## src/rtl/cic_decimator_if.sv

```systemverilog
// Sample-stream and PCM-output bundle for the CIC decimator.
// The bench drives through master; the filter consumes through slave.
interface cic_decimator_if;
    logic        din;
    logic        din_en;
    logic [23:0] Data_out;
    logic        dout_valid;

    modport master (
        output din,
        output din_en,
        input  Data_out,
        input  dout_valid
    );

    modport slave (
        input  din,
        input  din_en,
        output Data_out,
        output dout_valid
    );
endinterface

```

## src/rtl/cic_decimator.sv

```systemverilog
// N-stage CIC decimator for a 1-bit SDM stream.
// Parallel integrators feed a single time-shared comb subtractor.
module cic_decimator #(
    parameter int R = 64,
    parameter int N = 4,
    parameter int W = 2 + N * $clog2(R)
) (
    input  logic            clock,
    input  logic            rstn,
    cic_decimator_if.slave  io
);
    localparam int CW = $clog2(R);
    localparam int KW = (N > 1) ? $clog2(N) : 1;
    localparam int WU = $clog2(N + 2);
    localparam logic [CW-1:0] CNT_LAST  = CW'(R - 1);
    localparam logic [KW-1:0] K_LAST    = KW'(N - 1);
    localparam logic [WU-1:0] WARM_DONE = WU'(N + 1);

    typedef enum logic [1:0] {IDLE, COMB, OUT} state_t;

    state_t        state_q, state_d;
    logic [W-1:0]  integ_q [N];
    logic [W-1:0]  integ_d [N];
    logic [W-1:0]  dly_q [N];
    logic [W-1:0]  dly_d [N];
    logic [W-1:0]  c_q, c_d;
    logic [CW-1:0] cnt_q, cnt_d;
    logic [KW-1:0] k_q, k_d;
    logic [WU-1:0] warm_q, warm_d;
    logic [23:0]   data_q, data_d;
    logic          valid_q, valid_d;

    logic [W-1:0]  x;
    logic [W-1:0]  diff;
    logic [W-1:0]  shifted;
    logic [23:0]   sat;
    logic          strobe;

    assign x       = {{(W-1){~io.din}}, 1'b1};
    assign strobe  = io.din_en && (cnt_q == CNT_LAST);
    assign diff    = c_q - dly_q[k_q];
    assign shifted = {c_q[W-1], c_q[W-1:1]};

    // Fits in 24 bits only when every bit above bit 23 matches the sign.
    always_comb begin
        sat = shifted[23:0];
        if (!(&shifted[W-1:23] || ~|shifted[W-1:23])) begin
            sat = shifted[W-1] ? 24'h800000 : 24'h7fffff;
        end
    end

    always_comb begin
        state_d = state_q;
        integ_d = integ_q;
        dly_d   = dly_q;
        c_d     = c_q;
        cnt_d   = cnt_q;
        k_d     = k_q;
        warm_d  = warm_q;
        data_d  = data_q;
        valid_d = 1'b0;

        if (io.din_en) begin
            integ_d[0] = integ_q[0] + x;
            for (int j = 1; j < N; j++) begin
                integ_d[j] = integ_q[j] + integ_q[j-1];
            end
            cnt_d = (cnt_q == CNT_LAST) ? '0 : cnt_q + 1'b1;
        end

        unique case (state_q)
            IDLE: begin
                if (strobe) begin
                    c_d     = integ_q[N-1];
                    k_d     = '0;
                    state_d = COMB;
                end
            end
            COMB: begin
                c_d        = diff;
                dly_d[k_q] = c_q;
                k_d        = k_q + 1'b1;
                if (k_q == K_LAST) begin
                    state_d = OUT;
                end
            end
            OUT: begin
                data_d  = sat;
                valid_d = (warm_q == WARM_DONE);
                if (warm_q != WARM_DONE) begin
                    warm_d = warm_q + 1'b1;
                end
                state_d = IDLE;
            end
            default: state_d = IDLE;
        endcase
    end

    always_ff @(posedge clock or negedge rstn) begin
        if (!rstn) begin
            state_q <= IDLE;
            for (int j = 0; j < N; j++) begin
                integ_q[j] <= '0;
                dly_q[j]   <= '0;
            end
            c_q     <= '0;
            cnt_q   <= '0;
            k_q     <= '0;
            warm_q  <= '0;
            data_q  <= '0;
            valid_q <= 1'b0;
        end else begin
            state_q <= state_d;
            integ_q <= integ_d;
            dly_q   <= dly_d;
            c_q     <= c_d;
            cnt_q   <= cnt_d;
            k_q     <= k_d;
            warm_q  <= warm_d;
            data_q  <= data_d;
            valid_q <= valid_d;
        end
    end

    assign io.Data_out   = data_q;
    assign io.dout_valid = valid_q;
endmodule
```

## src/flat_wrapper.sv

```systemverilog
// flat-port wrapper written by rule: the top's interface ports become plain ports
module cic_decimator_flat 
#(
    parameter int R = 64,
    parameter int N = 4,
    parameter int W = 2 + N * $clog2(R)
)
  (clock, rstn, io_din, io_din_en, io_Data_out, io_dout_valid);
  cic_decimator_if io_i ();
  input  logic clock;
  input  logic rstn;
  input wire logic [$bits(io_i.din)-1:0] io_din;
  input wire logic [$bits(io_i.din_en)-1:0] io_din_en;
  output wire logic [$bits(io_i.Data_out)-1:0] io_Data_out;
  output wire logic [$bits(io_i.dout_valid)-1:0] io_dout_valid;
  assign io_i.din = io_din;
  assign io_i.din_en = io_din_en;
  assign io_Data_out = io_i.Data_out;
  assign io_dout_valid = io_i.dout_valid;
  cic_decimator #(.R(R), .N(N), .W(W)) u_core (.clock(clock), .rstn(rstn), .io(io_i));
endmodule
```

## config.mk

```make
export PLATFORM = sky130hd
export DESIGN_NAME = cic_decimator_flat
export DESIGN_NICKNAME = d
export VERILOG_FILES = /design/src/rtl/cic_decimator_if.sv /design/src/rtl/cic_decimator.sv /design/src/flat_wrapper.sv
export SDC_FILE = /design/constraint.sdc
export NUM_CORES = 1
export LEC_CHECK = 0
export ABC_CLOCK_PERIOD_IN_PS = 4180
export BUFFER_PORTS_ARGS = -buffer_cell sky130_fd_sc_hd__buf_4
export CAP_MARGIN = 5
export CORE_UTILIZATION = 64
export DETAILED_ROUTE_END_ITERATION = 16
export GPL_TIMING_DRIVEN = 1
export PLACE_DENSITY_LB_ADDON = 0.25
export SLEW_MARGIN = 20
export SYNTH_ARGS = -nofsm -noshare
export SYNTH_HDL_FRONTEND = slang
export SYNTH_SLANG_ARGS = --single-unit
export TNS_END_PERCENT = 1
```

## constraint.sdc

```tcl
create_clock -name clock -period 4.18 [get_ports clock]
set_input_delay 1.254 -clock clock [delete_from_list [all_inputs] [get_ports clock]]
set_output_delay 1.254 -clock clock [all_outputs]
set_load 0.01 [all_outputs]
```

==> summary.md <==
| Metric | Value |
|---|---|
| Die width | `roughly 170 um` |
| Leading area contributor after synthesis | `dfrtp_1` |
| Final wirelength | `between 30 and 40 mm` |
| Seq/Total Area, Yosys | `between 30% and 40%` |
| Crit Path Max Fanout | `12` |
| Fin crit share | `85.23%` |
| Top cells by area in the synthesized netlist | `dfrtp_1, mux2_2, ha_1` |
| Synth top area share | `39.11%` |
| Pwr dens | `roughly 950 nW/um^2` |
| Initial DRC count | `approximately 660` |
| Post-synth EDFFs | `0` |
| Antenna violations before repair | `0` |
| Die ar. | `approximately 28000 um^2` |
| Synth Instances | `~1700` |
| Tmin final | `~3600 ps` |
| Final Non-Filler Cells | `around 2000` |
| CTS buffer count | `30` |
| Max cap viols | `0` |
| Largest net degree at the start of global routing | `between 90 and 100` |
| Synthesized area per cell | `roughly 11 um^2` |
| CTS max path bufs | `3` |
| Hold Buf Count CTS | `0` |
| Rows | `59` |
| Worst path required time | `about 4600 ps` |
| ANT nets after route | `0` |
| Post-CTS Setup Inserts | `0` |
| GRT overflow | `0` |
| Setup violators final | `0` |
| Cell at the root of the clock tree | `clkbuf_16` |
| Syn. warnings | `0` |
| Cell Area, Synth | `between 15000 and 20000 um^2` |
| Max incr delay on CP | `about 540 ps` |
| CP max-delay cell | `mux4_2` |
| CORE AREA | `~26000 um^2` |
| Wire length per cell | `17.99 um` |
| Cell variety after synth | `80` |
| Latest clock arrival within the worst-skew pair | `approximately 550 ps` |
| RSZ-0062 raised after global routing | `no` |
| Synth Net Count | `1799` |
| Detailed Place HPWL | `26.32 mm` |
| WS Path Type | `reg2reg` |
| Worst slew margin | `a little under 40%` |
| Worst Setup Slack post-DPL | `~120 ps` |
| Final-report max-slew violation count | `0` |
| Status | `completed` |
| Gr usage total | `26.91%` |
| Setup slack, reg-to-reg | `620 ps` |
| Worst Hold Class | `reg2reg` |
| Die Span Y | `around 170 um` |
| CTS clk-pin slew, worst paths | `60 ps` |
| First-pass GRT wire length | `slightly above 60 mm` |
| Critical path launch point type | `flop` |
| Flops & latches, synth | `roughly 270` |
| DRT Pass-1 Iters | `5` |
| Final net count | `between 1500 and 2000` |
| Cts repair resizes | `0` |
| Number of global-route vias before repair | `roughly 13000` |
| Worst-margin pin slew | `between 900 and 1000 ps` |
| Final Skew | `about 8.3 ps` |
| I/O Pins | `29` |
| DRC viols | `0` |
| Port Buf Inserts | `28` |
| Multi-input logic area | `between 10000 and 15000 um^2` |
| Clk sinks | `approximately 270` |
| VDD IR max | `0.0005900 V` |
| FF+latch area | `roughly 7000 um^2` |
| Via Count | `about 13000` |
| Crit end category | `flop` |
| CP Cell Sequence | `buf_4, mux4_2, inv_1, ha_1, and2_1, nand2_1, nor2_1, o211ai_1, a31oi_1, a21oi_1, o21a_1, a211oi_1` |
| Area grow syn2layout | `9.520%` |
| Placed insts | `between 1500 and 2000` |
| Initial core utilization | `between 60% and 70%` |
| Setup WS post-layout | `617.6 ps` |
| Achievable frequency | `0.2807 GHz` |
| Post-synth ARST share | `between 90% and 100%` |
| Pleak | `8.671 nW` |
| Diodes inserted | `0` |
| CTS tree | `done` |
| Final hold vios | `0` |
| Share of layout cells above drive strength 1 | `20.29%` |
| Primary FF master, synth | `dfrtp_1` |
| Filler instances | `~1900` |
| Vias per cell | `about 6.2` |
| Worst endpoint data arrival time | `around 4000 ps` |
| Final TNS setup | `0 ps` |
| Htree depth | `1` |
| Final GP Congestion | `0.8776` |
[synth_stat cells (all sizes together), types with 6 or more instances]
cell / count
dfrtp: 272
mux2: 172
a21oi: 153
ha: 135
nand2: 125
o21ai: 122
xnor2: 68
nor2: 66
a21o: 61
inv: 55
clkbuf: 53
xor2: 48
nand3: 28
mux4: 26
a211oi: 25
mux2i: 21
nor2b: 21
a31oi: 20
nor3: 16
nand4: 15
o21a: 14
o21bai: 14
nand2b: 13
buf: 12
o211ai: 12
o31ai: 12
and2: 7
a21boi: 6
and3: 6
[cell families (layout without fill, tap and decap cells)]
| logic type | after synthesis | in the layout | synth area share [%] |
|---|---|---|---|
| flops | 272 | 272 | 39.11 |
| compound gates | 471 | 471 | 17.81 |
| simple gates | 317 | 317 | 8.592 |
| fa+ha+maj | 140 | 140 | 10.28 |
| mux | 219 | 219 | 15.72 |
| xor+xnor | 116 | 116 | 5.838 |
| buf+inv | 120 | 165 | 2.639 |
[worst paths after layout]
| kind | from | cells past startpoint | endpoint |
|---|---|---|---|
| setup reg to reg | u_core.k_q[0] | 12 | u_core.c_q[25] |
| hold / removal | u_core.io.Data_out[23] | 2 | u_core.io.Data_out[23] |
| setup / recovery | u_core.k_q[0] | 12 | u_core.c_q[25] |
| max in group asynchronous | rstn | 2 | u_core.c_q[23] |
| min in group asynchronous | rstn | 1 | u_core.warm_q[2] |
| hold reg to reg | u_core.io.Data_out[23] | 2 | u_core.io.Data_out[23] |
[flip-flops by register name, indices dropped and copies added, names as in the netlist, 2 cells and up]
register	count
u_core.c_q	26
u_core.cnt_q	6
u_core.k_q	2
u_core.dly_q	104
u_core.state_q	2
u_core.warm_q	3
u_core.integ_q	104
u_core.io.Data_out	24
[layout make-up]
type                       count  area share, %
clock buffer                  44          4.536
timing repair buffer          54          2.298
clock inverter                12         0.8994
sequential                   272          35.72
inverter                      55          1.083
tap                          335          2.199
multi-input combinational   1263          53.26
[cells in the final DEF (no fill, tap or decap), types with 6 or more instances in the layout]
cell	synthesis	routed
and2_1	7	7
nor2_1	64	63
mux2_2	171	171
nand2_1	124	124
nand4_1	15	15
nor3_1	15	15
ha_1	135	135
inv_1	55	55
o21bai_1	14	14
clkbuf_16	0	31
xnor2_1	68	68
a21oi_1	147	147
and3_1	6	6
o31ai_1	9	9
a211oi_1	22	22
o21ai_1	9	9
clkbuf_1	53	9
nand2b_1	13	13
xor2_1	48	48
a31oi_1	17	17
nand3_1	28	28
buf_4	0	51
o21ai_0	109	109
dfrtp_1	272	271
mux2i_1	21	21
nor2b_1	21	20
o21a_1	13	13
o211ai_1	11	11
a21o_1	61	61
mux4_2	26	26
[power breakdown]
group          total, mW  internal, mW  switching (mW)  leakage, nW
Clock               2.73          1.68            1.06        0.498
Sequential          4.44          3.54           0.900         3.45
Combinational       10.9          5.13            5.78         4.72
Total               18.1          10.4            7.73         8.67
[worst max-delay path, delay by kind of cell, from the launching register on]
kind,cells,cell delay (ps)
AO/OA/AOI/OAI,5,1310
multiplexers,1,540
flip-flops,1,500
AND/OR/NAND/NOR,3,480
buffers and inverters,2,410
adder cells (fa/ha/maj),1,190
[per-layer routing]
metal  part of all wire, %  wire length [um]  GRT usage [%]  up-vias
met5                     0                 0              0        -
li1                      -                 -              -     6115
met4                   2.4               891          7.649        0
met3                   4.1              1501          3.113       59
met1                    44             16160          35.04     6232
met2                    49             18050          47.30      281
[stage by stage]
stage	cell area [um^2]	power [mW]	utilization [%]	hold WS, ps
global placement	18020	14.84	68.39	455.5
detailed placement	18020	15.23	68.39	465.7
finish	19060	18.08	72.32	472.2
CTS	19060	18.09	72.32	478.8
floorplan	17400	13.07	-	444.6
global route	19060	19.62	72.32	503.6
No activity file was read; power rests on OpenSTA's default activity.
